==> config.mk <==
export PLATFORM = sky130hd
export DESIGN_NAME = insn_queue
export DESIGN_NICKNAME = d
export VERILOG_FILES = /design/src/rtl/insn_queue_pkg.sv /design/src/rtl/insn_predecode.sv /design/src/rtl/insn_queue.sv
export SDC_FILE = /design/constraint.sdc
export NUM_CORES = 1
export LEC_CHECK = 0
export CORE_UTILIZATION = 25
export CTS_BUF_LIST = sky130_fd_sc_hd__clkbuf_8
export DETAILED_ROUTE_END_ITERATION = 16
export PLACE_DENSITY = 0.46
export SYNTH_ARGS = -nofsm -noshare
export SYNTH_HDL_FRONTEND = slang
export SYNTH_SLANG_ARGS = --single-unit
==> constraint.sdc <==
create_clock -name i_clk -period 9.63 [get_ports i_clk]
set_input_delay 2.889 -clock i_clk [delete_from_list [all_inputs] [get_ports i_clk]]
set_output_delay 2.889 -clock i_clk [all_outputs]
set_load 0.05 [all_outputs]
==> src/rtl/insn_queue_pkg.sv <==
// -----------------------------------------------------------------------------
// insn_queue_pkg
//   Shared types and constants for the fetch -> decode instruction queue.
//   - cls_e     : 4-bit predecode class carried with each queued instruction
//   - OP_*      : RV32I major opcodes (insn[6:0]) used by the predecoder
//   - q_entry_t : one queue slot {pc, insn, cls}
//   - Q_XLEN    : pc / instruction width of a queue slot; the queue's XLEN
//                 parameter must match it.
// -----------------------------------------------------------------------------
package insn_queue_pkg;

    localparam int Q_XLEN = 32;

    typedef enum logic [3:0] {
        CLS_NONE    = 4'd0,
        CLS_ALU     = 4'd1,
        CLS_LOAD    = 4'd2,
        CLS_STORE   = 4'd3,
        CLS_BRANCH  = 4'd4,
        CLS_JUMP    = 4'd5,
        CLS_UPPER   = 4'd6,
        CLS_SYSTEM  = 4'd7,
        CLS_ILLEGAL = 4'd8
    } cls_e;

    // RV32I major opcodes
    localparam logic [6:0] OP_OP     = 7'b0110011;
    localparam logic [6:0] OP_OP_IMM = 7'b0010011;
    localparam logic [6:0] OP_LOAD   = 7'b0000011;
    localparam logic [6:0] OP_STORE  = 7'b0100011;
    localparam logic [6:0] OP_BRANCH = 7'b1100011;
    localparam logic [6:0] OP_JAL    = 7'b1101111;
    localparam logic [6:0] OP_JALR   = 7'b1100111;
    localparam logic [6:0] OP_LUI    = 7'b0110111;
    localparam logic [6:0] OP_AUIPC  = 7'b0010111;
    localparam logic [6:0] OP_SYSTEM = 7'b1110011;

    typedef struct packed {
        logic [Q_XLEN-1:0] pc;
        logic [Q_XLEN-1:0] insn;
        cls_e              cls;
    } q_entry_t;

endpackage

==> src/rtl/insn_predecode.sv <==
// -----------------------------------------------------------------------------
// insn_predecode
//   Purely combinational classification of an RV32I instruction by its major
//   opcode, so decode gets a coarse class one stage early.
//   Ports:
//     opcode in  7     insn[6:0] of the instruction being queued
//     cls    out cls_e class of that opcode (CLS_ILLEGAL if not RV32I)
// -----------------------------------------------------------------------------
module insn_predecode
    import insn_queue_pkg::*;
(
    input  logic [6:0] opcode,
    output cls_e       cls
);

    always_comb begin
        cls = CLS_ILLEGAL;
        case (opcode)
            OP_OP, OP_OP_IMM: cls = CLS_ALU;
            OP_LOAD:          cls = CLS_LOAD;
            OP_STORE:         cls = CLS_STORE;
            OP_BRANCH:        cls = CLS_BRANCH;
            OP_JAL, OP_JALR:  cls = CLS_JUMP;
            OP_LUI, OP_AUIPC: cls = CLS_UPPER;
            OP_SYSTEM:        cls = CLS_SYSTEM;
            default:          cls = CLS_ILLEGAL;
        endcase
    end

endmodule

==> src/rtl/insn_queue.sv <==
// -----------------------------------------------------------------------------
// insn_queue
//   Decoupling FIFO between instruction fetch and decode. Captures {pc, insn}
//   from fetch, throttles pc_gen via o_fetch_rdy, presents the oldest entry to
//   decode with a valid/ready handshake, and drops everything on a redirect.
//
//   Optional feature: define INSN_QUEUE_PREDECODE_EN to store a predecode
//   class with each entry (shown on o_dec_cls). Without it o_dec_cls is 0.
//
//   Parameters:
//     DEPTH  number of entries (power of 2, >= 2)
//     XLEN   pc / instruction width (must equal insn_queue_pkg::Q_XLEN)
//   Ports:
//     i_clk, i_rst            clock, asynchronous active-high reset
//     i_fetch_vld/pc/insn     fetch side write
//     o_fetch_rdy             queue can accept (drives pc_gen enable)
//     i_flush                 redirect: kills all entries, blocks push/pop
//     o_dec_vld/pc/insn/cls   head entry to decode (zero when empty)
//     i_dec_rdy               decode consumes head
//     o_count                 occupancy
// -----------------------------------------------------------------------------
module insn_queue
    import insn_queue_pkg::*;
#(
    parameter int DEPTH = 4,
    parameter int XLEN  = 32
) (
    input  logic                       i_clk,
    input  logic                       i_rst,
    input  logic                       i_fetch_vld,
    input  logic [XLEN-1:0]            i_fetch_pc,
    input  logic [XLEN-1:0]            i_fetch_insn,
    output logic                       o_fetch_rdy,
    input  logic                       i_flush,
    output logic                       o_dec_vld,
    output logic [XLEN-1:0]            o_dec_pc,
    output logic [XLEN-1:0]            o_dec_insn,
    output logic [3:0]                 o_dec_cls,
    input  logic                       i_dec_rdy,
    output logic [$clog2(DEPTH):0]     o_count
);

    localparam int AW    = $clog2(DEPTH);
    localparam int PTR_W = AW + 1;

    // Pointers carry one extra MSB so full and empty are distinguishable.
    logic [PTR_W-1:0] wr_ptr_reg, wr_ptr_next;
    logic [PTR_W-1:0] rd_ptr_reg, rd_ptr_next;

    logic [AW-1:0]    wr_addr;
    logic [AW-1:0]    rd_addr;
    logic             empty;
    logic             full;
    logic             push;
    logic             pop;

    q_entry_t         entry_reg [DEPTH];
    q_entry_t         wr_entry;
    q_entry_t         head;
    logic [DEPTH-1:0] wr_sel;

    assign wr_addr = wr_ptr_reg[AW-1:0];
    assign rd_addr = rd_ptr_reg[AW-1:0];

    assign empty = (wr_ptr_reg == rd_ptr_reg);
    assign full  = (wr_addr == rd_addr) && (wr_ptr_reg[AW] != rd_ptr_reg[AW]);

    // Ready depends only on registered pointers, so a full queue cannot
    // accept in the same cycle it pops; this keeps i_dec_rdy off the
    // pc_gen enable path.
    assign o_fetch_rdy = !full;
    assign o_dec_vld   = !empty;

    assign push = i_fetch_vld && o_fetch_rdy && !i_flush;
    assign pop  = o_dec_vld && i_dec_rdy && !i_flush;

    // ------------------------------------------------------------------
    // Entry to be written on push
    // ------------------------------------------------------------------
`ifdef INSN_QUEUE_PREDECODE_EN
    cls_e fetch_cls;

    insn_predecode u_predecode (
        .opcode (i_fetch_insn[6:0]),
        .cls    (fetch_cls)
    );
`endif

    always_comb begin
        wr_entry      = '0;
        wr_entry.pc   = i_fetch_pc;
        wr_entry.insn = i_fetch_insn;
`ifdef INSN_QUEUE_PREDECODE_EN
        wr_entry.cls  = fetch_cls;
`else
        // Constant class; storage for it folds away in synthesis.
        wr_entry.cls  = CLS_NONE;
`endif
    end

    // ------------------------------------------------------------------
    // Pointer next-state. Flush wins: read pointer jumps to the write
    // pointer, which drops every held entry in one cycle.
    // ------------------------------------------------------------------
    always_comb begin
        wr_ptr_next = wr_ptr_reg;
        rd_ptr_next = rd_ptr_reg;
        if (i_flush) begin
            rd_ptr_next = wr_ptr_reg;
        end else begin
            if (push) begin
                wr_ptr_next = wr_ptr_reg + 1'b1;
            end
            if (pop) begin
                rd_ptr_next = rd_ptr_reg + 1'b1;
            end
        end
    end

    always_ff @(posedge i_clk or posedge i_rst) begin
        if (i_rst) begin
            wr_ptr_reg <= '0;
            rd_ptr_reg <= '0;
        end else begin
            wr_ptr_reg <= wr_ptr_next;
            rd_ptr_reg <= rd_ptr_next;
        end
    end

    // ------------------------------------------------------------------
    // Storage: per-slot write enables, contents not reset (don't-care
    // until written; outputs are masked while empty).
    // ------------------------------------------------------------------
    generate
        for (genvar gi = 0; gi < DEPTH; gi++) begin : g_wr_sel
            assign wr_sel[gi] = push && (wr_addr == AW'(gi));
        end
    endgenerate

    always_ff @(posedge i_clk) begin
        for (int i = 0; i < DEPTH; i++) begin
            if (wr_sel[i]) begin
                entry_reg[i] <= wr_entry;
            end
        end
    end

    // ------------------------------------------------------------------
    // Head read: combinational, so an entry written at edge N is visible
    // right after that edge. Zeroed while empty so reset/flush present
    // clean outputs without resetting the storage.
    // ------------------------------------------------------------------
    assign head = entry_reg[rd_addr];

    always_comb begin
        o_dec_pc   = '0;
        o_dec_insn = '0;
        o_dec_cls  = CLS_NONE;
        if (!empty) begin
            o_dec_pc   = head.pc;
            o_dec_insn = head.insn;
            o_dec_cls  = head.cls;
        end
    end

    // Occupancy: modulo difference of the extended pointers.
    assign o_count = wr_ptr_reg - rd_ptr_reg;

endmodule

# Word-level counts from Yosys, hierarchy flattened
# Memory sizes are Yosys's and may differ from the RTL's.
# Cells that the tools add are included.
[totals]
ram_bits = 256
ff_bits = 6
in_bits = 69
wordCells = 53
output_inout_bits = 73
memories = 1
[mem_list]
columns = ["name", "depth", "word_bits", "read_ports", "rd_ports_with_merged_regs", "write_ports", "line", "rtl"]
rows = [
  ["entry_reg", 4, 64, 1, 0, 1, "insn_queue.sv:57", "q_entry_t entry_reg [DEPTH];"],
]
[op_classes]
n_mux = 22
add_sub_neg = 3
reduce_logical = 18
n_eq_ne = 6
n_bitwise = 1
[op_table]
columns = ["operator", "n"]
rows = [
  ["64-bit two-way mux", 3],
  ["64-bit OR reduction", 3],
  ["32-bit two-way mux", 2],
  ["1-bit two-way mux", 11],
  ["1-bit logical AND", 9],
  ["3-bit by 1-bit adder with 3-bit output, second input constant", 2],
  ["2-bit two-way mux", 3],
  ["3-bit two-way mux", 2],
  ["2-bit equality test, second input constant", 2],
  ["4-bit two-way mux", 1],
  ["3-bit equality test", 1],
  ["1-bit zero test", 3],
  ["3-bit subtractor", 1],
  ["2-bit by 1-bit equality test with 1-bit output, second input constant", 1],
  ["2-bit equality test", 1],
  ["2-bit zero test", 1],
  ["2-bit AND reduction", 1],
  ["2-bit nonzero test", 1],
  ["1-bit != test", 1],
  ["1-bit NOT", 1],
]

# Logic depth before layout (Yosys ltp)
[depth]
depth_word = 12
ltp_mapped = 8
ltp_nobuf = 5

# Least setup slack after synthesis
# Ideal clock, no wire load.
[synth_path]
path_type = "input-to-reg"
from = "in i_flush"
to = "mem entry_reg[3][0] in the netlist's numbering, enable pin"
stages = 3
setup_time_ns = 0.586
n_path_buf = 1
arrival_time_ns = 8.095
setup_slack_ns = 0.949
required_time_ns = 9.044
path_cell_list = "clkbuf_1 nand2b_1 a211oi_1"
[synth_between]
elab_cells_between_ends = 23
classes_between = "mux (14); reduce/logical (9)"
[synth_lines]
columns = ["element", "line", "rtl"]
rows = [
  ["start, declared", "insn_queue.sv:34", "input logic i_flush,"],
  ["1-bit zero test *", "insn_queue.sv:74", "assign push = i_fetch_vld && o_fetch_rdy && !i_flush;"],
  ["1-bit logical AND *", "insn_queue.sv:74", ""],
  ["1-bit logical AND *", "insn_queue.sv:136", "assign wr_sel[gi] = push && (wr_addr == AW'(gi));"],
  ["via wr_sel[3]", "insn_queue.sv:60", "logic [DEPTH-1:0] wr_sel;"],
  ["1-bit two-way mux *", "insn_queue.sv:142", "if (wr_sel[i]) begin"],
  ["1-bit two-way mux (not written as such) *", "insn_queue.sv:143", "entry_reg[i] <= wr_entry;"],
  ["64-bit OR reduction (no source line)", "-", ""],
  ["2-bit two-way mux (no source line) / 1-bit two-way mux (equally long branches)", "-", ""],
  ["end, declared", "insn_queue.sv:57", ""],
]
# Mark *: on every way through the listed nets, which the timed path passes. The rest lies on a longest branch.

# Worst setup path after layout
[layout_path]
from = "reg rd_ptr_reg[0]"
to = "out o_dec_pc[29]"
[layout_between]
elab_chain_len = 2
elab_cells_between_ends = 3
classes_between = "eq/ne (1); mux (1); memory (1)"
[layout_lines]
columns = ["element", "line", "rtl"]
rows = [
  ["start, declared", "insn_queue.sv:48", "logic [PTR_W-1:0] rd_ptr_reg, rd_ptr_next;"],
  ["start signal, assigned", "insn_queue.sv:126", "rd_ptr_reg <= rd_ptr_next;"],
  ["memory 4 x 64 bit / 3-bit equality test (equally long branches)", "-", ""],
  ["32-bit two-way mux *", "insn_queue.sv:159", "if (!empty) begin"],
  ["end, declared", "insn_queue.sv:36", "output logic [XLEN-1:0] o_dec_pc,"],
]
# Every way passes the cells marked *; elsewhere a longest branch is shown, timed or not.

==> key figures <==
Outcome
  – Outcome: complete, no violations

Detailed routing
  – Wire per inst: 18.39 um
  – Vias: 4957
  – Met3 routed WL: 1189 um
  – DR iter-0 viols: 224
  – Drt pass-1 iters: 4
  – Routed met2 length: 11100 um
  – ANT nets after route: 0
  – Max layer used: met5
  – Vias/cell: 4.162
  – Wl on met1: 8949 um
  – DRC Markers: 0
  – WL final: 21910 um

Clocking
  – CTS tree: built
  – Post-cts repair resize count: 0
  – CTS sink count: 262
  – H-tree lvl count: 2
  – Clock slew at reported path FFs: 0.06 ns
  – Clk Latency, worst-skew pair: 0.55 ns
  – Hold_buf cts: 0
  – Clock root cell: clkbuf_8
  – Clock buffer count from CTS: 44
  – Post-CTS Setup Bufs: 0
  – Clk buf depth: 3

Timing
  – RSZ-0062 raised after global routing: no
  – Clk_skew: 0.01582 ns
  – Fmax: 146.4 MHz
  – Max-slew violations: 0
  – Post-route setup TNS: 0 ns
  – Final period utilization: 70.93%
  – Final Hold Viols: 0
  – Relative slew slack: 24.10%
  – Setup-violating endpoint count in the final report: 0
  – Worst Tran Pin Value: 1.139 ns
  – Hold WS: 0.5823 ns
  – Fin crit period: 6.830 ns

Floorplanning
  – Die area: 41620 um2
  – Die width: 204.0 um
  – Initial Utilization: 25.50%
  – IO Pins: 142
  – Core area: 40010 um2
  – Die Y: 204.0 um
  – Row cnt: 73

Place
  – Port Buf Inserts: 137
  – Inst Count DP: 1113
  – Placer Congestion: 0.6693
  – Final HPWL DP: 11980 um

Critical path
  – Slowest CP cell: dfrtp_4
  – CP max stage delay: 0.75 ns
  – Endpoint class of the critical path: output port
  – Worst path cell trace: ha_1 -> nand2_1 -> nor2_4 -> buf_4 -> nor2b_1 -> clkdlybuf4s50_1
  – CP startpoint: rd_ptr_reg[0]$_DFFE_PP0P_
  – Crit Path Max Fanout: 36
  – Critical Path RT: 6.74 ns
  – Worst r2r src: rd_ptr_reg[0]$_DFFE_PP0P_
  – Worst path arrival time: 3.94 ns
  – CP startpoint kind: flop
  – Critical path type: reg2out

Final layout
  – Commonest non-fill, non-tap cell in the layout: edfxtp_1
  – Layout filler cell count: 3880
  – Final Non-Filler Cells: 1191
  – Max FFs per register: 256
  – Final nets: 711
  – Share of layout cells above drive strength 1: 19.67%
  – Most frequent cells in the layout: edfxtp_1, clkdlybuf4s50_1, nor2b_1
  – Area Growth Syn to Fin: 27.19%
  – N_diodes: 0

Global routing
  – GRT Resource Usage Total: 10.83%
  – Vias in the first global route: 5684
  – First-pass GRT wire length: 33440 um
  – Pin count of the biggest net entering global routing: 68
  – Initial antenna violation count: 1
  – Grt total ovfl: 0

Synthesis
  – Cell count after synthesis: 470
  – Post-synth ARST share: 2.290%
  – FF+latch count, synth: 262
  – Ys flop type: edfxtp_1
  – Sequential fraction of the synthesis area: 76.82%
  – Post-synthesis cell type count: 31
  – Syn_area_per_cell: 21.71 um2
  – Ys Warns: 0
  – Mapped Area: 10200 um2
  – Post-synth EDFFs: 256

Flow run
  – Max cap viols: 0

Hold path
  – Min-delay worst type: reg2reg
  – Hold path start: wr_ptr_reg[2]$_DFFE_PP0P_
critical path, delay by kind of cell (launching register included):
family	cells	cell delay (ns)
flops	1	0.75
fa+ha+maj	1	0.47
simple gates	3	0.88
buf+inv	2	1.25
cells by family (layout without fill, tap and decap cells):
| group | after synthesis | in the layout | synth area share, % |
|---|---|---|---|
| DFF | 262 | 262 | 76.82 |
| and+or+nand+nor | 84 | 84 | 4.930 |
| muxes | 65 | 65 | 14.24 |
| buffers and inverters | 36 | 229 | 1.778 |
| AOI/OAI and AO/OA | 9 | 9 | 0.6379 |
| adders and majority gates | 8 | 8 | 1.055 |
| xor gates and xnor gates | 5 | 5 | 0.5029 |
| other | 1 | 4 | 0.03676 |
cell usage after synthesis (2+ instances only):
master | count | area, um2
edfxtp_1 | 256 | 7687
nor2b_1 | 66 | 412.9
mux4_2 | 64 | 1441
buf_2 | 10 | 50.05
buf_4 | 9 | 67.56
inv_1 | 9 | 33.78
ha_1 | 7 | 87.58
dfrtp_1 | 6 | 150.1
clkbuf_1 | 5 | 18.77
nand3_1 | 5 | 25.02
nand2_1 | 4 | 15.01
and2_1 | 3 | 18.77
buf_1 | 3 | 11.26
nor2_1 | 3 | 11.26
xnor2_1 | 3 | 26.28
a21oi_1 | 2 | 10.01
path summary, 6_finish.rpt:
path,cells past startpoint,slack (ns),to
max in group asynchronous,2,6.78,rd_ptr_reg[0]$_DFFE_PP0P_
min,1,0.58,wr_ptr_reg[2]$_DFFE_PP0P_
min reg2reg,1,0.58,wr_ptr_reg[2]$_DFFE_PP0P_
max,6,2.80,o_dec_pc[29]
min in group asynchronous,2,2.61,rd_ptr_reg[1]$_DFFE_PP0P_
max reg2reg,5,5.95,entry_reg[2][25]$_DFFE_PP_
stage by stage:
step / utilization [%] / instance area (um2) / setup slack, ns
2_1_floorplan: - / 10210 / 0.9486
3_3_place_gp: 30.41 / 12170 / 3.221
3_5_place_dp: 30.41 / 12170 / 3.138
4_1_cts: 32.44 / 12980 / 2.524
5_1_grt: 32.44 / 12980 / 2.417
6_report: 32.44 / 12980 / 2.800
final cells by class:
cell class,count,area (um2),area share [%]
well taps,525,656.9,5.062
clock buffers,45,619.3,4.773
clock inverters,33,190.2,1.466
multi-input cells,175,2222,17.12
repair buffers,142,1409,10.86
flip-flops and latches,262,7845,60.46
inverters,9,33.78,0.2603
layer usage:
layer  vias to the layer above  track usage (%)
li1                       2211                -
met1                      2563            12.54
met2                       126            18.84
met3                        55            2.982
met4                         2            4.424
met5                         -                0
Power is not shown: default switching activity piles up to over one toggle a cycle in this logic, so the estimate is an artifact.
